## src/rtl/uart_tx_cts.sv

```systemverilog
// uart_tx_cts: 8N1 UART transmitter with active-low CTS gating of each frame start.
// Define UART_TX_PARITY_EN to insert an even-parity bit (8E1 framing).
module uart_tx_cts #(
   parameter int CLKS_PER_BIT = 104
) (
   input  logic       clk,
   input  logic       resetn,
   input  logic [7:0] data,
   input  logic       valid,
   output logic       ready,
   input  logic       cts,
   output logic       tx,
   output logic       done
);
   localparam int CW = (CLKS_PER_BIT > 1) ? $clog2(CLKS_PER_BIT) : 1;

   typedef enum logic [2:0] {
      IDLE,
      WAIT_CTS,
      START,
      DATA,
`ifdef UART_TX_PARITY_EN
      PARITY,
`endif
      STOP
   } state_t;

   state_t        state_q, state_d;
   logic [CW-1:0] cnt_q, cnt_d;
   logic [2:0]    idx_q, idx_d;
   logic [7:0]    dat_q, dat_d;
   logic          tx_q, tx_d;
   logic          ready_q, ready_d;
   logic          done_q, done_d;
   logic          bit_end;
   logic [2:0]    nxt_idx;

   assign bit_end = cnt_q == CW'(CLKS_PER_BIT - 1);
   assign nxt_idx = idx_q + 3'd1;

   always_comb begin
      state_d = state_q;
      idx_d   = idx_q;
      dat_d   = dat_q;
      tx_d    = tx_q;
      ready_d = 1'b0;
      done_d  = 1'b0;
      // bit-period counter only runs while a frame is on the line
      cnt_d   = (state_q == IDLE || state_q == WAIT_CTS || bit_end) ? '0 : cnt_q + CW'(1);
      case (state_q)
         IDLE: begin
            tx_d    = 1'b1;
            ready_d = 1'b1;
            if (valid && ready_q) begin
               dat_d   = data;
               ready_d = 1'b0;
               state_d = WAIT_CTS;
            end
         end
         WAIT_CTS: begin
            tx_d = 1'b1;
            if (!cts) begin
               tx_d    = 1'b0;
               state_d = START;
            end
         end
         START: begin
            if (bit_end) begin
               tx_d    = dat_q[0];
               idx_d   = 3'd0;
               state_d = DATA;
            end
         end
         DATA: begin
            if (bit_end) begin
               idx_d = nxt_idx;
               if (idx_q == 3'd7) begin
`ifdef UART_TX_PARITY_EN
                  tx_d    = ^dat_q;
                  state_d = PARITY;
`else
                  tx_d    = 1'b1;
                  state_d = STOP;
`endif
               end else begin
                  tx_d = dat_q[nxt_idx];
               end
            end
         end
`ifdef UART_TX_PARITY_EN
         PARITY: begin
            if (bit_end) begin
               tx_d    = 1'b1;
               state_d = STOP;
            end
         end
`endif
         STOP: begin
            if (bit_end) begin
               done_d  = 1'b1;
               ready_d = 1'b1;
               state_d = IDLE;
            end
         end
         default: state_d = IDLE;
      endcase
   end

   always_ff @(posedge clk) begin
      if (!resetn) begin
         state_q <= IDLE;
         cnt_q   <= '0;
         idx_q   <= 3'd0;
         dat_q   <= 8'h00;
         tx_q    <= 1'b1;
         ready_q <= 1'b0;
         done_q  <= 1'b0;
      end else begin
         state_q <= state_d;
         cnt_q   <= cnt_d;
         idx_q   <= idx_d;
         dat_q   <= dat_d;
         tx_q    <= tx_d;
         ready_q <= ready_d;
         done_q  <= done_d;
      end
   end

   assign tx    = tx_q;
   assign ready = ready_q;
   assign done  = done_q;
endmodule

```

## config.mk

```make
export PLATFORM = sky130hd
export DESIGN_NAME = uart_tx_cts
export DESIGN_NICKNAME = d
export VERILOG_FILES = /design/src/rtl/uart_tx_cts.sv
export SDC_FILE = /design/constraint.sdc
export NUM_CORES = 1
export LEC_CHECK = 0
export ABC_CLOCK_PERIOD_IN_PS = 6200
export BUFFER_PORTS_ARGS = -buffer_cell sky130_fd_sc_hd__clkbuf_2
export CORE_UTILIZATION = 63
export CTS_BUF_LIST = sky130_fd_sc_hd__clkbuf_8
export CTS_CLUSTER_SIZE = 24
export DETAILED_ROUTE_END_ITERATION = 8
export GPL_TIMING_DRIVEN = 0
export HOLD_SLACK_MARGIN = 0.05
export PLACE_DENSITY = 0.95
export SLEW_MARGIN = 20
export SYNTH_ARGS = -nofsm -noshare
export SYNTH_HDL_FRONTEND = slang
export SYNTH_SLANG_ARGS = --single-unit
export TNS_END_PERCENT = 5
```

## constraint.sdc

```tcl
create_clock -name clk -period 6.2 [get_ports clk]
set_input_delay 0 -clock clk [delete_from_list [all_inputs] [get_ports clk]]
set_output_delay 0 -clock clk [all_outputs]
set_load 0.1 [all_outputs]
```

Yosys cells after proc, flatten, opt, wreduce, memory -nomap -nowiden
Cells that the tools add are included.
Word-level totals
  flip-flop bits (word level): 24
  bits of input ports: 12
  output and inout port bits: 3
  logic and storage cells: 54
Operators by class
  add/sub/neg operators: 2
  order comparisons: 1
  equality and inequality tests: 12
  mux-type cells: 19
  bitwise logic cells: 1
  reduce and logical (&&, ||, !) cells: 12
Operator list (count)
  $mux W3: 7
  $pmux W3 S5: 1
  $ne A2 B2 Y1 const B: 5
  $add A7 B1 Y7 const B: 1
  $eq A7 B7 Y1 const B: 1
  $mux W1: 7
  $eq A3 B2 Y1 const B: 2
  $eq A3 B3 Y1 const B: 2
  $pmux W3 S2: 1
  $reduce_and A3 Y1: 2
  $reduce_and A6 Y1: 1
  $lt A3 B4 Y1 const B: 1
  $pmux W1 S4: 1
  $reduce_and A2 Y1: 2
  $reduce_bool A4 Y1: 1
  $add A3 B1 Y3 const B: 1
  $bmux W1 S3: 1
  $eq A3 B1 Y1 const B: 1
  $logic_not A3 Y1: 1
  $logic_or A1 B1 Y1: 2
  $ne A2 B1 Y1 const B: 1
  $pmux W1 S2: 1
  $reduce_bool A2 Y1: 1
  $reduce_or A2 Y1: 1
  2 further kinds: 2

Longest topological paths before layout
  depth in word-level cells: 6
  mapped depth: 6
  mapped depth without buffers: 6

Worst setup path before layout
No wires, ideal clock.
  path type: flip-flop to flip-flop
  start point: reg ready_q, in the netlist ready
  end point: reg dat_q[0]
  library setup time: 0.116 ns
  data arrival time: 1.953 ns
  required time: 6.084 ns
  setup slack: 4.131 ns
  stages on the path, launching flop included: 5
  clock period less this slack: 2.069 ns
  cell sequence: dfxtp_1 > nand2_1 > nor4_4 > mux2i_1 > nor2b_1
On the way
  cells in the longest elaborated chain, start to end: 2
Ends and longest elaborated chain
  from (decl): RTL line 33  | logic ready_q, ready_d;
  from (signal assigned): RTL line 124  | ready_q <= ready_d;
  $logic_and A1 B1 Y1: RTL line 54  | if (valid && ready_q) begin
  $reduce_and A2 Y1 (no source line)
  to (signal assigned): RTL line 122  | dat_q <= dat_d;
  to (decl): RTL line 31  | logic [7:0] dat_q, dat_d;
No other way between the ends.
A chain may end at the register's enable or synchronous reset.

Final worst setup path
  start point: reg state_q[1]
  end point: reg dat_q[6]
On the way
  cells in the longest elaborated chain, start to end: 2
Ends and longest elaborated chain
  from (decl): RTL line 28  | state_t state_q, state_d;
  from (signal assigned): RTL line 119  | state_q <= state_d;
  $logic_not A3 Y1: RTL line 50  | case (state_q)
  $reduce_and A2 Y1 (no source line)
No other way between the ends.

==> summary.md <==
| Metric | Value |
|---|---|
| Synth Cell Area | `0.00113 mm²` |
| Fin Setup TNS | `0 ns` |
| Total core area | `0.00159 mm²` |
| Post-Syn Instances | `117` |
| Most common library cells after synthesis | `dfxtp_1, nor2_1, nor2b_1` |
| Commonest register cell after synthesis | `dfxtp_1` |
| Pins Over Slew Limit | `0` |
| Die Height | `44.3 µm` |
| Dpl hpwl | `1.57 mm` |
| Unique masters post-synth | `31` |
| Flip-flop and latch area | `480 µm²` |
| Worst-Skew Late Latency | `0.27 ns` |
| Synth area leader | `dfxtp_1` |
| Starting Density | `70.7%` |
| Post-synthesis async set-or-reset flop share | `0%` |
| DRT Pass-1 Iters | `4` |
| GRT Total Usage | `31.9%` |
| Post-DRT Antenna Nets | `0` |
| Peak VDD IR | `200 µV` |
| Die X | `44.3 µm` |
| Root buffer cell | `clkbuf_8` |
| Die Footprint | `0.00196 mm²` |
| Ant. Diodes | `0` |
| Global-route wire length before repair | `4.37 mm` |
| Fillers | `87` |
| Pwr dens | `221 mW/mm²` |
| Worst Setup Path Type | `reg2reg` |
| Placed instance count | `155` |
| Minimum clock period | `2.18 ns` |
| Number of flops mapped to enable cells by yosys | `0` |
| Synth warn | `0` |
| Initial antenna violation count | `0` |
| Main area contributors after synthesis | `dfxtp_1, mux2i_1, nor2b_1` |
| Top cell type's share of synthesized area | `42.6%` |
| Fmax | `0.460 GHz` |
| Period utilization | `35.1%` |
| Vias in the first global route | `973` |
| Top-count cell post-synth | `dfxtp_1` |
| Maxcap violations | `0` |
| Slew HR | `48.6%` |
| Arrival time at the worst endpoint | `2.33 ns` |
| Setup Buffers After CTS | `0` |
| Mapped Nets | `132` |
| Count of final setup violators | `0` |
| Crit path max fanout | `10` |
| TritonCTS clock tree | `done` |
| P_leak | `0.532 nW` |
| Result of the run | `finished, final reports clean` |
| I/O pin total | `15` |
| Hold Fails Final Rpt | `0` |
| Critical Path Source Type | `flip-flop` |
| Largest net degree at the start of global routing | `13` |
| Worst Setup End Kind | `flip-flop` |
| Final nets | `161` |
| GRT overflow | `0` |
| Via-per-instance ratio | `5.92` |
| H-Tree Depth | `1` |
| Clock-pin slew on the worst setup and hold paths | `0.08 ns` |
| Clk buf depth | `2` |
| R2R Setup Slk | `4.02 ns` |
| TritonCTS buffer count | `3` |
| Via total after detailed routing | `995` |
| DRC viols | `0` |
| Share of cells above drive strength 1 | `18.1%` |
| Wirelength per Cell | `15.8 µm` |
| Syn Area/Cell | `9.64 µm²` |
| IO Port Bufs | `14` |
| Clk_skew | `0.00727 ns` |
| Area delta synth->final | `21.4%` |
| Number of synthesized register bits | `24` |
| Final Non-Filler Cells | `168` |
| Unrepaired setup endpoints after global routing | `no` |
| Worst Path Required | `6.36 ns` |
| Register area share after synthesis | `42.6%` |
| Num rows | `14` |
| RePlAce Congestion | `0.802` |
| Drt total wl | `2.65 mm` |
| Area of the multi-input gates | `611 µm²` |
| CTS Sinks | `24` |
| 1st-iter DRT viols | `35` |
| Tightest Pin Transition | `0.765 ns` |
| Hold Crit Class | `in2reg` |
[per-layer routing]
layer | up-vias | GRT usage, % | routed length, µm
li1 | 462 | - | -
met1 | 461 | 37.4 | 1000
met2 | 53 | 52.1 | 1340
met3 | 19 | 6.94 | 153
met4 | 0 | 21.2 | 156
met5 | - | 0 | 0
[registers in the layout, indices dropped and copies added (netlist names)]
signal and count:
tx 1, ready 1, cnt_q 7, state_q 3, dat_q 8, idx_q 3
done 1
[report_power, final]
| group | total [W] | internal, W | switching [W] |
|---|---|---|---|
| clock network | 0.0000912 | 0.0000435 | 0.0000477 |
| logic | 0.0000472 | 0.0000200 | 0.0000272 |
| registers | 0.000164 | 0.000160 | 0.00000384 |
| total | 0.000302 | 0.000223 | 0.0000787 |
[final timing paths]
check                                             start                      end  cells after the start
worst min register to register      cnt_q[0]$_SDFF_PP0_      cnt_q[0]$_SDFF_PP0_                      1
worst max-delay path            state_q[1]$_SDFFE_PN0P_    dat_q[6]$_SDFFE_PN0P_                      5
worst max register to register  state_q[1]$_SDFFE_PN0P_    dat_q[6]$_SDFFE_PN0P_                      5
worst min-delay path                                cts  state_q[1]$_SDFFE_PN0P_                      4
[metrics by stage]
step | area [µm²] | total power, W | setup slack [ns] | hold WS [ns] | util (%)
CTS | 1360 | 0.000298 | 4.09 | 0.0527 | 85.2
finish | 1370 | 0.000302 | 4.02 | 0.0805 | 85.9
floorplan | 1130 | 0.000197 | 4.13 | 0.128 | -
global placement | 1230 | 0.000205 | 4.14 | 0.255 | 77.0
global route | 1370 | 0.000315 | 3.94 | 0.131 | 85.9
detailed placement | 1230 | 0.000208 | 4.12 | 0.267 | 77.0
[final cells by class]
| cell class | count | area share [%] |
|---|---|---|
| multi-input combinational | 86 | 44.6 |
| tap | 24 | 2.19 |
| inverter | 2 | 0.548 |
| timing repair buffer | 24 | 12.4 |
| sequential | 24 | 35.1 |
| buffer | 5 | 2.10 |
| clock buffer | 3 | 3.02 |
[worst max-delay path, cell delays in order, from the launching register on]
cell and delay (ns):
dfxtp_1 0.31, buf_6 0.14, nor4_4 0.71, mux2i_1 0.28, nor2b_1 0.07, dlygate4sd3_1 0.56
[cells by family (layout without fill, tap and decap cells)]
family | Yosys count | in the layout | share of synthesized area (%)
adder cells (fa/ha/maj) | 3 | 3 | 3.33
buffers and inverters | 7 | 34 | 3.22
multiplexers | 13 | 13 | 13.9
AND/OR/NAND/NOR | 49 | 49 | 24.4
XOR/XNOR | 4 | 4 | 3.11
AO/OA/AOI/OAI | 17 | 17 | 9.43
flip-flops | 24 | 24 | 42.6
[layout by cell type (no fill, tap or decap), drive strengths merged, types with 3 or more instances in the layout]
cell type	Yosys	final
nand2	6	6
mux2i	10	10
buf	3	3
a21boi	3	3
o21ai	5	5
nor2b	11	11
ha	3	3
a21oi	4	4
dlygate4sd3	0	10
dfxtp	24	24
clkbuf	2	19
nand3	8	8
nor2	11	11
[what timing repair did]
| action | in CTS | in global routing |
|---|---|---|
| hold endpoints to repair | 11 | 1 |
| gates resized for setup | 0 | 0 |
| hold buffers | 9 | 1 |
No activity file was read; power rests on OpenSTA's default activity.
